===== config.mk =====
export PLATFORM = sky130hd
export DESIGN_NAME = gat_layer_scheduler_flat
export DESIGN_NICKNAME = d
export VERILOG_FILES = /design/src/rtl/gat_layer_scheduler_if.sv /design/src/rtl/gat_layer_scheduler.sv /design/src/flat_wrapper.sv
export SDC_FILE = /design/constraint.sdc
export NUM_CORES = 1
export LEC_CHECK = 0
export ABC_CLOCK_PERIOD_IN_PS = 2900
export BUFFER_PORTS_ARGS = -buffer_cell sky130_fd_sc_hd__clkbuf_2
export CORE_MARGIN = 2
export CORE_UTILIZATION = 50
export DETAILED_ROUTE_END_ITERATION = 8
export PLACE_DENSITY_LB_ADDON = 0.2
export SYNTH_ARGS = -nofsm -noshare
export SYNTH_HDL_FRONTEND = slang
export SYNTH_SLANG_ARGS = --single-unit
export TNS_END_PERCENT = 100

===== constraint.sdc =====
create_clock -name clk -period 2.9 [get_ports clk]
set_input_delay 0.58 -clock clk [delete_from_list [all_inputs] [get_ports clk]]
set_output_delay 0.58 -clock clk [all_outputs]
set_load 0.01 [all_outputs]

===== src/rtl/gat_layer_scheduler_if.sv =====
// Control/status bundle between the PS-facing layer scheduler and its environment.
// The slave modport is the scheduler's view; the master modport is the PS/engine side.
interface gat_layer_scheduler_if #(
    parameter int CYCLE_CNT_WIDTH = 32
);
    logic                       start;
    logic                       abort;
    logic                       h_data_bram_load_done;
    logic                       h_node_info_bram_load_done;
    logic                       wgt_bram_load_done;
    logic                       conv1_done;
    logic                       conv2_done;

    logic                       gat_layer;
    logic                       conv1_start;
    logic                       conv2_start;
    logic                       busy;
    logic                       done;
    logic                       irq;
    logic [CYCLE_CNT_WIDTH-1:0] layer1_cycles;
    logic [CYCLE_CNT_WIDTH-1:0] layer2_cycles;
    logic [2:0]                 state;

    modport master (
        output start, abort,
        output h_data_bram_load_done, h_node_info_bram_load_done, wgt_bram_load_done,
        output conv1_done, conv2_done,
        input  gat_layer, conv1_start, conv2_start, busy, done, irq,
        input  layer1_cycles, layer2_cycles, state
    );

    modport slave (
        input  start, abort,
        input  h_data_bram_load_done, h_node_info_bram_load_done, wgt_bram_load_done,
        input  conv1_done, conv2_done,
        output gat_layer, conv1_start, conv2_start, busy, done, irq,
        output layer1_cycles, layer2_cycles, state
    );
endinterface


===== src/rtl/gat_layer_scheduler.sv =====
// Two-layer GAT sequencer: waits for BRAM loads, runs conv1, drains, flips the
// shared-memory select, runs conv2, then flags completion with done/irq.
module gat_layer_scheduler #(
    parameter int CYCLE_CNT_WIDTH = 32,
    parameter int DRAIN_CYCLES    = 4
) (
    input  logic                  clk,
    input  logic                  rst_n,
    gat_layer_scheduler_if.slave  bus
);

    localparam int DRAIN_EFF = (DRAIN_CYCLES < 1) ? 1 : DRAIN_CYCLES;
    localparam int DRAIN_W   = (DRAIN_EFF > 1) ? $clog2(DRAIN_EFF) : 1;
    localparam logic [DRAIN_W-1:0] DRAIN_LAST = DRAIN_W'(DRAIN_EFF - 1);

    typedef enum logic [2:0] {
        S_IDLE      = 3'd0,
        S_WAIT_LOAD = 3'd1,
        S_CONV1     = 3'd2,
        S_DRAIN     = 3'd3,
        S_CONV2     = 3'd4,
        S_FINISH    = 3'd5
    } state_e;

    state_e                     state_q, state_d;
    logic                       gat_q, gat_d;
    logic                       c1s_q, c1s_d;
    logic                       c2s_q, c2s_d;
    logic                       busy_q, busy_d;
    logic                       done_q, done_d;
    logic                       irq_q, irq_d;
    logic [CYCLE_CNT_WIDTH-1:0] l1_q, l1_d;
    logic [CYCLE_CNT_WIDTH-1:0] l2_q, l2_d;
    logic [DRAIN_W-1:0]         drain_q, drain_d;
    logic                       loads_ok;

    // Profiling counters stick at all-ones rather than wrapping.
    function automatic logic [CYCLE_CNT_WIDTH-1:0] sat_inc(
        input logic [CYCLE_CNT_WIDTH-1:0] v
    );
        return (&v) ? v : v + CYCLE_CNT_WIDTH'(1);
    endfunction

    assign loads_ok = bus.h_data_bram_load_done &
                      bus.h_node_info_bram_load_done &
                      bus.wgt_bram_load_done;

    always_comb begin
        state_d = state_q;
        gat_d   = gat_q;
        c1s_d   = 1'b0;
        c2s_d   = 1'b0;
        done_d  = done_q;
        irq_d   = 1'b0;
        l1_d    = l1_q;
        l2_d    = l2_q;
        drain_d = drain_q;

        case (state_q)
            S_IDLE: begin
                if (bus.start) begin
                    state_d = S_WAIT_LOAD;
                    done_d  = 1'b0;
                    gat_d   = 1'b0;
                    l1_d    = '0;
                    l2_d    = '0;
                end
            end
            S_WAIT_LOAD: begin
                if (loads_ok) begin
                    state_d = S_CONV1;
                    c1s_d   = 1'b1;
                end
            end
            S_CONV1: begin
                l1_d = sat_inc(l1_q);
                if (bus.conv1_done) begin
                    state_d = S_DRAIN;
                    drain_d = '0;
                end
            end
            S_DRAIN: begin
                // Hold the mux on conv1 until in-flight conv1 writes have retired.
                if (drain_q == DRAIN_LAST) begin
                    state_d = S_CONV2;
                    gat_d   = 1'b1;
                    c2s_d   = 1'b1;
                end else begin
                    drain_d = drain_q + DRAIN_W'(1);
                end
            end
            S_CONV2: begin
                l2_d = sat_inc(l2_q);
                if (bus.conv2_done) begin
                    state_d = S_FINISH;
                    done_d  = 1'b1;
                    irq_d   = 1'b1;
                end
            end
            S_FINISH: begin
                state_d = S_IDLE;
            end
            default: begin
                state_d = S_IDLE;
                gat_d   = 1'b0;
                done_d  = 1'b0;
            end
        endcase

        // Abort overrides everything except the counters, which keep what they saw.
        if (bus.abort && (state_q != S_IDLE)) begin
            state_d = S_IDLE;
            gat_d   = 1'b0;
            done_d  = 1'b0;
            irq_d   = 1'b0;
            c1s_d   = 1'b0;
            c2s_d   = 1'b0;
        end

        busy_d = (state_d != S_IDLE);
    end

    always_ff @(posedge clk or negedge rst_n) begin
        if (!rst_n) begin
            state_q <= S_IDLE;
            gat_q   <= 1'b0;
            c1s_q   <= 1'b0;
            c2s_q   <= 1'b0;
            busy_q  <= 1'b0;
            done_q  <= 1'b0;
            irq_q   <= 1'b0;
            l1_q    <= '0;
            l2_q    <= '0;
            drain_q <= '0;
        end else begin
            state_q <= state_d;
            gat_q   <= gat_d;
            c1s_q   <= c1s_d;
            c2s_q   <= c2s_d;
            busy_q  <= busy_d;
            done_q  <= done_d;
            irq_q   <= irq_d;
            l1_q    <= l1_d;
            l2_q    <= l2_d;
            drain_q <= drain_d;
        end
    end

    assign bus.state         = state_q;
    assign bus.gat_layer     = gat_q;
    assign bus.conv1_start   = c1s_q;
    assign bus.conv2_start   = c2s_q;
    assign bus.busy          = busy_q;
    assign bus.done          = done_q;
    assign bus.irq           = irq_q;
    assign bus.layer1_cycles = l1_q;
    assign bus.layer2_cycles = l2_q;

endmodule


===== src/flat_wrapper.sv =====
// flat-port wrapper written by rule: the top's interface ports become plain ports
module gat_layer_scheduler_flat 
#(
    parameter int CYCLE_CNT_WIDTH = 32,
    parameter int DRAIN_CYCLES    = 4
)
  (clk, rst_n, bus_start, bus_abort, bus_h_data_bram_load_done, bus_h_node_info_bram_load_done, bus_wgt_bram_load_done, bus_conv1_done, bus_conv2_done, bus_gat_layer, bus_conv1_start, bus_conv2_start, bus_busy, bus_done, bus_irq, bus_layer1_cycles, bus_layer2_cycles, bus_state);
  gat_layer_scheduler_if #(.CYCLE_CNT_WIDTH(CYCLE_CNT_WIDTH)) bus_i ();
  input  logic clk;
  input  logic rst_n;
  input wire logic [$bits(bus_i.start)-1:0] bus_start;
  input wire logic [$bits(bus_i.abort)-1:0] bus_abort;
  input wire logic [$bits(bus_i.h_data_bram_load_done)-1:0] bus_h_data_bram_load_done;
  input wire logic [$bits(bus_i.h_node_info_bram_load_done)-1:0] bus_h_node_info_bram_load_done;
  input wire logic [$bits(bus_i.wgt_bram_load_done)-1:0] bus_wgt_bram_load_done;
  input wire logic [$bits(bus_i.conv1_done)-1:0] bus_conv1_done;
  input wire logic [$bits(bus_i.conv2_done)-1:0] bus_conv2_done;
  output wire logic [$bits(bus_i.gat_layer)-1:0] bus_gat_layer;
  output wire logic [$bits(bus_i.conv1_start)-1:0] bus_conv1_start;
  output wire logic [$bits(bus_i.conv2_start)-1:0] bus_conv2_start;
  output wire logic [$bits(bus_i.busy)-1:0] bus_busy;
  output wire logic [$bits(bus_i.done)-1:0] bus_done;
  output wire logic [$bits(bus_i.irq)-1:0] bus_irq;
  output wire logic [$bits(bus_i.layer1_cycles)-1:0] bus_layer1_cycles;
  output wire logic [$bits(bus_i.layer2_cycles)-1:0] bus_layer2_cycles;
  output wire logic [$bits(bus_i.state)-1:0] bus_state;
  assign bus_i.start = bus_start;
  assign bus_i.abort = bus_abort;
  assign bus_i.h_data_bram_load_done = bus_h_data_bram_load_done;
  assign bus_i.h_node_info_bram_load_done = bus_h_node_info_bram_load_done;
  assign bus_i.wgt_bram_load_done = bus_wgt_bram_load_done;
  assign bus_i.conv1_done = bus_conv1_done;
  assign bus_i.conv2_done = bus_conv2_done;
  assign bus_gat_layer = bus_i.gat_layer;
  assign bus_conv1_start = bus_i.conv1_start;
  assign bus_conv2_start = bus_i.conv2_start;
  assign bus_busy = bus_i.busy;
  assign bus_done = bus_i.done;
  assign bus_irq = bus_i.irq;
  assign bus_layer1_cycles = bus_i.layer1_cycles;
  assign bus_layer2_cycles = bus_i.layer2_cycles;
  assign bus_state = bus_i.state;
  gat_layer_scheduler #(.CYCLE_CNT_WIDTH(CYCLE_CNT_WIDTH), .DRAIN_CYCLES(DRAIN_CYCLES)) u_core (.clk(clk), .rst_n(rst_n), .bus(bus_i));
endmodule

# After elaboration in Yosys (flattened, before gate mapping)
# Index checks and enable logic that the tools add are counted.
# classes
addsub	3
n_mul	0
n_div	0
n_lt_le_gt_ge	0
n_eq_ne	16
n_shift	0
n_mux	31
bitwise	2
reduce_logical	16
# ops
op	n
case mux 32 bit (2 select lines)	2
2-to-1 mux 32 bit	3
adder 32 x 1 -> 32 bit (second input constant)	2
AND reduction 32 bit	2
2-to-1 mux 3 bit	6
case mux 3 bit (5 select lines)	1
AND reduction 3 bit	5
2-to-1 mux 1 bit	14
!= test 2 bit (second input constant)	5
OR reduction 4 bit	2
== test 3 x 2 -> 1 bit (second input constant)	2
== test 3 bit (second input constant)	2
!= test 3 x 2 -> 1 bit (second input constant)	2
case mux 1 bit (3 select lines)	2
nonzero test 2 bit	3
nonzero test 3 bit	2
2-to-1 mux 2 bit	2
!= test 2 x 1 -> 1 bit (second input constant)	2
case mux 2 bit (2 select lines)	1
== test 3 x 1 -> 1 bit (second input constant)	1
logical NOT 3 bit	1
!= test 3 x 1 -> 1 bit (second input constant)	1
adder 2 x 1 -> 2 bit (second input constant)	1
bitwise AND 1 bit	2
other kinds (2)	2
# word_totals
register_bits	75
latchBits	0
mem_bits_rw	0
romBits	0
in_bits	9
output_inout_bits	73
elab_cells	78
mem_count	0

# Longest topological paths before layout
# Gate-level depths: netlist (run 1).
# logic_depth
ltp_word	6
mapped_depth	9
depth_no_buf	7

# Least setup slack after synthesis (run 1)
# Ideal clock, no wire load.
# synth_path
path_kind	flip-flop to flip-flop
startpoint	register u_core.l1_q[0], in the netlist u_core.bus.layer1_cycles[0]
endpoint	register u_core.l1_q[17], in the netlist u_core.bus.layer1_cycles[17]
setup_time_ns	0.128
arrival_ns	2.210
t_required_ns	2.772
path_slack_ns	0.562
path_stages_with_launch	10
n_path_buf	2
synth_period_minus_slack_ns	2.338
cell_sequence	dfrtp_1 ha_1 nand4_1 or4_1 buf_2 o31a_1 buf_6 and2_1 o21ai_1 o31ai_1
# synth_via
elab_chain_cells	3
word_cells_on_any_way	6
classes_between	add/sub: 1; eq/ne: 1; mux: 2; reduce/logical: 2
# synth_lines
element	line	rtl
start, declared	gat_layer_scheduler.sv:32	logic [CYCLE_CNT_WIDTH-1:0] l1_q, l1_d;
start signal, assigned	gat_layer_scheduler.sv:143	l1_q <= l1_d;
adder 32 x 1 -> 32 bit / AND reduction 32 bit (equally long branches)	gat_layer_scheduler.sv:41	return (&v) ? v : v + CYCLE_CNT_WIDTH'(1);
2-to-1 mux 32 bit / != test 2 bit (equally long branches)	--	
case mux 32 bit (2 select lines) / AND reduction 3 bit (equally long branches)	--	
# Several ways; a longest one is shown, not always the timed one. The select of a mux whose other input is x is not followed.
# A chain may end at the register's enable or synchronous reset.

# Worst setup path after layout (run 1)
# layout_path
startpoint	register u_core.l1_q[0], in the netlist u_core.bus.layer1_cycles[0]
endpoint	register u_core.l1_q[31], in the netlist u_core.bus.layer1_cycles[31]
# The elaborated chain is that of the path after synthesis.

==> results of run 1 <==
flip-flops by register name, indices dropped and copies added (netlist names):
register	count
u_core.bus.layer1_cycles	32
u_core.bus.layer2_cycles	32
u_core.bus.state	3
u_core.drain_q	2
u_core.bus.busy	1
u_core.bus.conv1_start	1
u_core.bus.conv2_start	1
u_core.bus.done	1
u_core.bus.gat_layer	1
u_core.bus.irq	1
Yosys cell counts, types with 10 or more instances:
| cell | n | share of area [%] |
|---|---|---|
| sky130_fd_sc_hd__nor2_1 | 34 | 3.1 |
| sky130_fd_sc_hd__dfrtp_1 | 75 | 45 |
| sky130_fd_sc_hd__o21ai_0 | 81 | 9.8 |
| sky130_fd_sc_hd__a31oi_1 | 14 | 2.1 |
| sky130_fd_sc_hd__nand3_1 | 35 | 4.2 |
| sky130_fd_sc_hd__a21oi_1 | 30 | 3.6 |
| sky130_fd_sc_hd__and3_1 | 21 | 3.2 |
| sky130_fd_sc_hd__clkbuf_1 | 10 | 0.91 |
| sky130_fd_sc_hd__nand2_1 | 43 | 3.9 |
| sky130_fd_sc_hd__nand4_1 | 20 | 3.0 |
| sky130_fd_sc_hd__nor3_1 | 13 | 1.6 |
cell families (layout without fill, tap and decap cells):
group | count (synthesis) | after routing | synth area share, %
AND/OR/NAND/NOR | 212 | 212 | 27.04
AO/OA/AOI/OAI | 158 | 158 | 22.22
flip-flops | 75 | 75 | 45.47
buffers and inverters | 28 | 117 | 3.395
multiplexers | 4 | 4 | 0.9700
adder cells (fa/ha/maj) | 3 | 3 | 0.9095
power by group through the flow:
stage / logic, mW / registers (mW) / clock network [mW]
detailed placement: 0.352 / 1.22 / 0
global placement: 0.343 / 1.21 / 0
floorplan: 0.223 / 1.20 / 0
global route: 0.396 / 1.21 / 0.768
finish: 0.349 / 1.20 / 0.696
CTS: 0.354 / 1.20 / 0.718
layer usage:
metal	up-vias	GRT usage (%)	share of wire (%)
met5	-	0	0
met4	0	10.51	2.0
met3	20	3.831	5.6
met2	131	40.72	49
met1	1973	33.28	44
li1	1966	-	-
critical path, stage by stage (launching register included):
cell	delay (ps)
sky130_fd_sc_hd__dfrtp_1	440
sky130_fd_sc_hd__ha_1	230
sky130_fd_sc_hd__nand4_1	130
sky130_fd_sc_hd__or4_1	660
sky130_fd_sc_hd__o31a_1	530
sky130_fd_sc_hd__nor2_4	230
sky130_fd_sc_hd__buf_4	210
sky130_fd_sc_hd__o21ai_0	110
sky130_fd_sc_hd__o21ai_0	80
how the worst min path moves through the flow:
stage	start	to	slack [ps]	cells past startpoint
4_1_cts	rst_n	u_core.bus.layer1_cycles[8]	410	1
5_1_grt	rst_n	u_core.bus.layer1_cycles[13]	450	1
2_1_floorplan	rst_n	u_core.bus.busy	280	0
3_5_place_dp	u_core.bus.done	u_core.bus.done	470	1
3_3_place_gp	u_core.bus.done	u_core.bus.done	460	1
6_report	rst_n	u_core.bus.layer1_cycles[6]	360	1
stage by stage:
stage / util (%) / setup slack, ps / power (mW) / instances
floorplan: - / 561.8 / 1.424 / 480
global placement: 57.65 / 333.1 / 1.556 / 659
detailed placement: 57.65 / 226.3 / 1.571 / 659
CTS: 59.63 / 207.1 / 2.270 / 674
global route: 59.63 / 42.95 / 2.380 / 674
finish: 59.63 / 191.6 / 2.244 / 674
cell type report:
cell class                      count  area [um^2]  share of cell area [%]
Clock buffer                       12        145.1                   3.008
Clock inverter                      3        15.01                  0.3111
Inverter                            6        22.52                  0.4667
Multi-Input combinational cell    377         2115                   43.82
Sequential cell                    75         1877                   38.89
Tap cell                          105        131.4                   2.722
Timing Repair Buffer               96        520.5                   10.79
==> out/metrics.sh, run 1 <==
OUTCOME='complete, no violations'
FINALHOLDWORSTSLACK_PS=364.5
START_UTIL_PCT=51.00
COMB_POWER_SHARE_PCT=15.5
CRITICAL_PATH.STARTPOINT='u_core.bus.layer1_cycles[0]'
CTS_NUM_SINKS=75
WORST_R2R_PATH_DEPTH=8
DRC=0
PLACEMENT_ROWS=33
INTERNAL_POWER_mW=1.568
DESIGN.FINAL.NETS=577
WORST_SETUP_EP='u_core.bus.layer1_cycles[31]'
CLK_ROOT_BUFFER_CELL='sky130_fd_sc_hd__clkbuf_8'
REGTOREGENDPOINT='u_core.bus.layer1_cycles[31]'
POWER.CLOCK.FRACTION_PCT=31.0
PLACEDINSTANCEAREA_UM2=4666
GRT_SETUP_UNREPAIRED='false'
ROUTE.DETAILED.VIAS_PER_INST=6.068
CTS_MADE_BUFFERS=9
TOTAL_NEGATIVE_SLACK_FOR_SETUP_CHECKS_PS=0
CRITICALPATHCATEGORY='reg -> reg'
DETAILROUTE.VIA_COUNT=4090
DETAILED_PLACE_HPWL_MM=7.573
ANTENNA_FOUND_INITIAL=0
MAXSLEWHEADROOM_PCT=37.43
START_KIND='flop'
REG2REG_SLACK_PS=190
CAP_VIOLATIONS=0
FINAL_CELL_AREA_UM2=4826
TIMING_LIMITED_MAXIMUM_FREQUENCY_GHz=0.3692
FP.DIEAREA_UM2=8998
SYNTH_NETS=492
GRT_PASS1_WL_MM=17.97
IR_WORST_VDD_mV=0.3955
YOSYSSEQAREASHARE_PCT=45.47
FINAL_PERIOD_MINUS_WORST_SETUP_SLACK_PS=2708
LAYOUT_COMMON_CELLS='sky130_fd_sc_hd__o21ai_0, sky130_fd_sc_hd__clkbuf_2, sky130_fd_sc_hd__dfrtp_1'
DIODES=0
CLKTRANSATPATHREGS_PS=80
P_LEAK_nW=2.277
SYNTH-ASYNC-RESET-RATIO_PCT=100.0
CTS_HOLD_REPAIR.BUFFERS=0
DRT_ITER0_MARKERS=192
ROUTE.ANTENNA.REMAINING_NETS=0
SYNTHTOLAYOUTAREAGROWTH_PCT=16.91
TOP_LEVEL_PORTS=82
FINAL_MIN_PERIOD_OVER_CLOCK_PERIOD_PCT=93.39
HOLD_CLASS='in -> async'
SYNTH_CELL_TYPES=47
CORE_UM2=8093
GRT_OVERFLOW=0
FINAL-MAX-SLEW-VIOLATION-COUNT=0
YOSYSWARNINGS=0
POST-CTS-SETUP-BUFFERS=0
POWER.SHARE.SWITCHING_PCT=30.16
FINAL.FILL_COUNT=747
CRITICAL_PATH.MAX_FANOUT=12
FINALCLOCKSKEW_PS=5.677
MOST_INSTANTIATED_FLIP_FLOP_CELL_IN_THE_SYNTHESIS_NETLIST='sky130_fd_sc_hd__dfrtp_1'
SYNTH.CELL_AREA_UM2=4128
ENDPOINT_KIND='flop'
DRT_PASS_1_ITERS=5
PWR_DENSITY_CELL_nW_PER_UM2=465.1
CLOCK_TREE.HTREE_LEVEL_COUNT=3
WL_PER_CELL_UM=16.03
POWER.SWITCHING_mW=0.6768
TIGHTEST_SLEW_PS=938.5
SYNTH-SEQ-CELLS=75
GRT_PASS1_VIAS=3748
FINAL_COMMON_CELL='sky130_fd_sc_hd__o21ai_0'
SYNTH-EDFF-COUNT=0
TOTAL_GRT_USAGE_PCT=25.02
CLK_LATENCY_PS=350
WORST_EP_REQUIRED_TIME_PS=3170
DRIVE_GT1_SHARE_PCT=20.39
SEQ_POWER_SHARE_PCT=53.4
TIMING.RR.START='u_core.bus.layer1_cycles[0]'
FP.DIEH_UM=94.86
FINALSETUPVIOLCOUNT=0
WORSTPATHARRIVAL_PS=2980
GP_CONGESTION=0.8707
CTS_TREE='yes'
POST_CTS_RESIZED=0
CTS_MAX_PATH_BUFFERS=2
POSTSYNTHCELLCOUNT=480
SYNTHESIS.AREA_PER_INSTANCE_UM2=8.599
PORTBUFFERS=81
GRT_MAX_DEGREE=76
DIE_WIDTH_UM=94.86
FINALHOLDVIOLATIONS=0
DETAIL_ROUTE.WIRELENGTH_MM=10.81
Note: power is estimated with default switching activity, not from simulation.
==> run 2, diff against run 1 <==
ABC_AREA = 1   (was unset)
==> run 2 against run 1 <==
Effect of this change: count of clock-buffer cells in the layout decreased by 1; final area increased by 12%; register-to-register slack improved by 450 ps; first-iteration DRC count increased by 90%; core utilization decreased by 0.61 points; worst hold slack improved by 5.8 ps; largest cell class unchanged.
==> out/metrics.sh, run 2 <==
OUTCOME='complete, no violations'
LAYOUT_COMMON_CELLS='sky130_fd_sc_hd__nand2_1, sky130_fd_sc_hd__nor2_1, sky130_fd_sc_hd__nand3_1'
MET3_USAGE_PCT=3.382  # -0.45 points
FINAL_COMMON_CELL='sky130_fd_sc_hd__nand2_1'
CTS_MADE_BUFFERS=9  # unchanged
POSTSYNTHCELLCOUNT=711  # +48%
FP.DIEH_UM=101.2  # +6.7%
CLOCK_TREE.HTREE_LEVEL_COUNT=3  # unchanged
MULTI_INPUT_AREA_UM2=2531  # +20%
WORST_R2R_PATH_DEPTH=10  # +2
YOSYS.AREA.TOP_TYPE='sky130_fd_sc_hd__dfrtp_1'
ROUTE.ANTENNA.REMAINING_NETS=0  # unchanged
CLK_LATENCY_PS=360  # about the same
FINAL_MIN_PERIOD_OVER_CLOCK_PERIOD_PCT=77.87  # -16 points
SYNTH_CELL_TYPES=33  # -30%
TOTAL_NEGATIVE_SLACK_FOR_SETUP_CHECKS_PS=0  # unchanged
GRT_PASS1_WL_MM=21.44  # +19%
FINAL-MAX-SLEW-VIOLATION-COUNT=0  # unchanged
REGISTER_AREA_UM2=1877  # unchanged
ENDPOINT_KIND='flop'
CRITICALPATHCATEGORY='reg -> reg'
ANTENNA_FOUND_INITIAL=0  # unchanged
ROUTE.DETAILED.VIAS_PER_INST=5.329  # -12%
DESIGN.FINAL.NETS=806  # +40%
SYNTH.CELL_AREA_UM2=4728  # +15%
GRT_SETUP_UNREPAIRED='false'
YOSYS-TOP-CELLS-AREA='sky130_fd_sc_hd__dfrtp_1, sky130_fd_sc_hd__nand2_1, sky130_fd_sc_hd__nand3_1'
CTS_TREE='yes'
START_KIND='flop'
CRITICAL_PATH.MOST_COMMON_CELL='sky130_fd_sc_hd__nand2_1'
CRITICAL_PATH.STARTPOINT='u_core.bus.layer1_cycles[0]'
MAXSLEWHEADROOM_PCT=35.38  # -2.1 points
TIMING.RR.START='u_core.bus.layer1_cycles[0]'
MAX_STAGE_DELAY_PS=430  # -230 ps
HOLD_CLASS='in -> async'
SYNTH-ASYNC-RESET-RATIO_PCT=100.0  # unchanged
TOTAL_GRT_USAGE_PCT=26.03  # +1.0 points
WORST_EP_REQUIRED_TIME_PS=3180  # about the same
CRITICAL_PATH.MAX_FANOUT=20  # +8
DRT_ITER0_MARKERS=365  # +90%
PORTBUFFERS=81  # unchanged
SYNTHESIS.AREA_PER_INSTANCE_UM2=6.650  # -23%
FINALCLOCKSKEW_PS=16.95  # +11.28 ps
CORE_UM2=9196  # +14%
DP_CELLS=894  # +36%
GRT_BUSIEST_LAYER='met2'
YOSYS-TOP-CELLS-COUNT='sky130_fd_sc_hd__nand2_1, sky130_fd_sc_hd__nor2_1, sky130_fd_sc_hd__nand3_1'
PWR_DENSITY_CELL_nW_PER_UM2=467.8  # +0.59%
FINAL.FILL_COUNT=932  # +25%
SYNTHMOSTINSTANTIATEDCELL='sky130_fd_sc_hd__nand2_1'
DETAILED_PLACE_HPWL_MM=9.530  # +26%
FINALHOLDVIOLATIONS=0  # unchanged
SYNTH-EDFF-COUNT=0  # unchanged
CLK_ROOT_BUFFER_CELL='sky130_fd_sc_hd__clkbuf_8'
FINALSETUPVIOLCOUNT=0  # unchanged
START_UTIL_PCT=51.41  # +0.41 points
GP_CONGESTION=0.9929  # +14%
GRT_PASS1_VIAS=4528  # +21%
SYNTHTOLAYOUTAREAGROWTH_PCT=14.79
MOST_INSTANTIATED_FLIP_FLOP_CELL_IN_THE_SYNTHESIS_NETLIST='sky130_fd_sc_hd__dfrtp_1'
YOSYSSEQAREASHARE_PCT=39.69  # -5.8 points
GRT_UTIL_MET1_PCT=37.19  # +3.9 points
CTS_HOLD_REPAIR.BUFFERS=0  # unchanged
SYNTH-SEQ-CELLS=75  # unchanged
DETAILROUTE.VIA_COUNT=4849  # +19%
CTS_MAX_PATH_BUFFERS=2  # unchanged
TIGHTEST_SLEW_PS=969.3  # +30.81 ps
SYNTH_NETS=723  # +47%
DETAIL_ROUTE.WIRELENGTH_MM=12.97  # +20%
DRT_PASS_1_ITERS=5  # unchanged
DRIVE_GT1_SHARE_PCT=14.64  # -5.7 points
POST_CTS_RESIZED=0  # unchanged
GRTUSAGEMET2_PCT=40.80  # +0.084 points
FP.DIEAREA_UM2=10250  # +14%
SYNTH_TOP_CELL_AREA_SHARE_PCT=39.69  # -5.8 points
CTS_NUM_SINKS=75  # unchanged
POST-CTS-SETUP-BUFFERS=0  # unchanged
DIE_WIDTH_UM=101.2  # +6.7%
TIMING_LIMITED_MAXIMUM_FREQUENCY_GHz=0.4428  # +20%
PLACEMENT_ROWS=35  # +6.1%
CRIT_PATH_CELL_TRACE='ha_1, nand3_1, inv_1, nand2_1, nor2_2, nand2_1, nand2_1, buf_4, nand3_1, nand2_1'
REG2REG_SLACK_PS=640  # +450 ps
GRT_OVERFLOW=0  # unchanged
CAP_VIOLATIONS=0  # unchanged
GRT_MAX_DEGREE=76  # unchanged
YOSYSWARNINGS=0  # unchanged
CLKTRANSATPATHREGS_PS=90  # about the same
CRIT_PATH_TOP_DELAY_CELL='sky130_fd_sc_hd__dfrtp_1'
WORSTPATHARRIVAL_PS=2540  # -440 ps
FINAL_PERIOD_MINUS_WORST_SETUP_SLACK_PS=2258  # -450.1 ps
TOP_LEVEL_PORTS=82  # unchanged
LAYOUTNONFILLERINSTCOUNT=910  # +35%
P_LEAK_nW=2.709  # +19%
DIODES=0  # unchanged
WL_PER_CELL_UM=14.26  # -11%
DRC=0  # unchanged
REGTOREGENDPOINT='u_core.bus.layer1_cycles[19]'
IR_WORST_VDD_mV=0.3828  # -3.2%
[run 2: worst max path at each step]
| stage | end | slack [ps] |
|---|---|---|
| 2_1_floorplan | u_core.bus.layer2_cycles[19] | 1160 |
| 3_3_place_gp | u_core.bus.layer1_cycles[25] | 720 |
| 3_5_place_dp | u_core.bus.layer1_cycles[29] | 680 |
| 4_1_cts | u_core.bus.layer1_cycles[29] | 660 |
| 5_1_grt | u_core.bus.layer2_cycles[23] | 420 |
| 6_report | u_core.bus.layer1_cycles[19] | 640 |
[run 2: layout make-up]
type / count / area share, %
Clock buffer: 11 / 2.605
Multi-Input combinational cell: 560 / 46.63
Clock inverter: 5 / 1.106
Sequential cell: 75 / 34.58
Timing Repair Buffer: 85 / 8.068
Inverter: 63 / 4.449
Tap cell: 111 / 2.559
[run 2: cell families (layout without fill, tap and decap cells)]
group / Yosys count / count (layout) / share of synthesized area, %
AOI/OAI and AO/OA: 36 / 36 / 4.578
xor gates and xnor gates: 25 / 25 / 4.631
adders and majority gates: 3 / 3 / 0.7939
buffers and inverters: 76 / 164 / 6.774
DFF: 75 / 75 / 39.69
and+or+nand+nor: 496 / 496 / 43.53
[run 2: power breakdown]
part           internal (mW)  switching (mW)  leakage [nW]
registers               1.09          0.0504          1.04
logic                  0.134           0.425          1.57
clock network          0.427           0.416         0.100
[run 2: per-stage QoR]
stage	instance area, um^2	setup slack [ps]	hold slack, ps	util (%)	power, mW
after floorplan	4728	1155	284.4	-	1.559
after global placement	5226	718.6	475.4	56.83	1.699
after detailed placement	5226	682.5	494.6	56.83	1.719
after CTS	5428	657.8	412.2	59.02	2.567
after global routing	5428	424.0	461.6	59.02	2.685
final	5428	641.7	370.4	59.02	2.539
[run 2: critical path: cells and delay by family (launching register included)]
family        cells  cell delay (ps)
simple gates      7             1090
buf+inv           2              460
fa+ha+maj         1              220
flops             1              430
[run 2: layer usage]
| layer | part of all wire (%) | vias up |
|---|---|---|
| li1 | - | 2418 |
| met1 | 46 | 2218 |
| met2 | 46 | 190 |
| met3 | 6.9 | 23 |
| met4 | 1.9 | 0 |
| met5 | 0 | - |
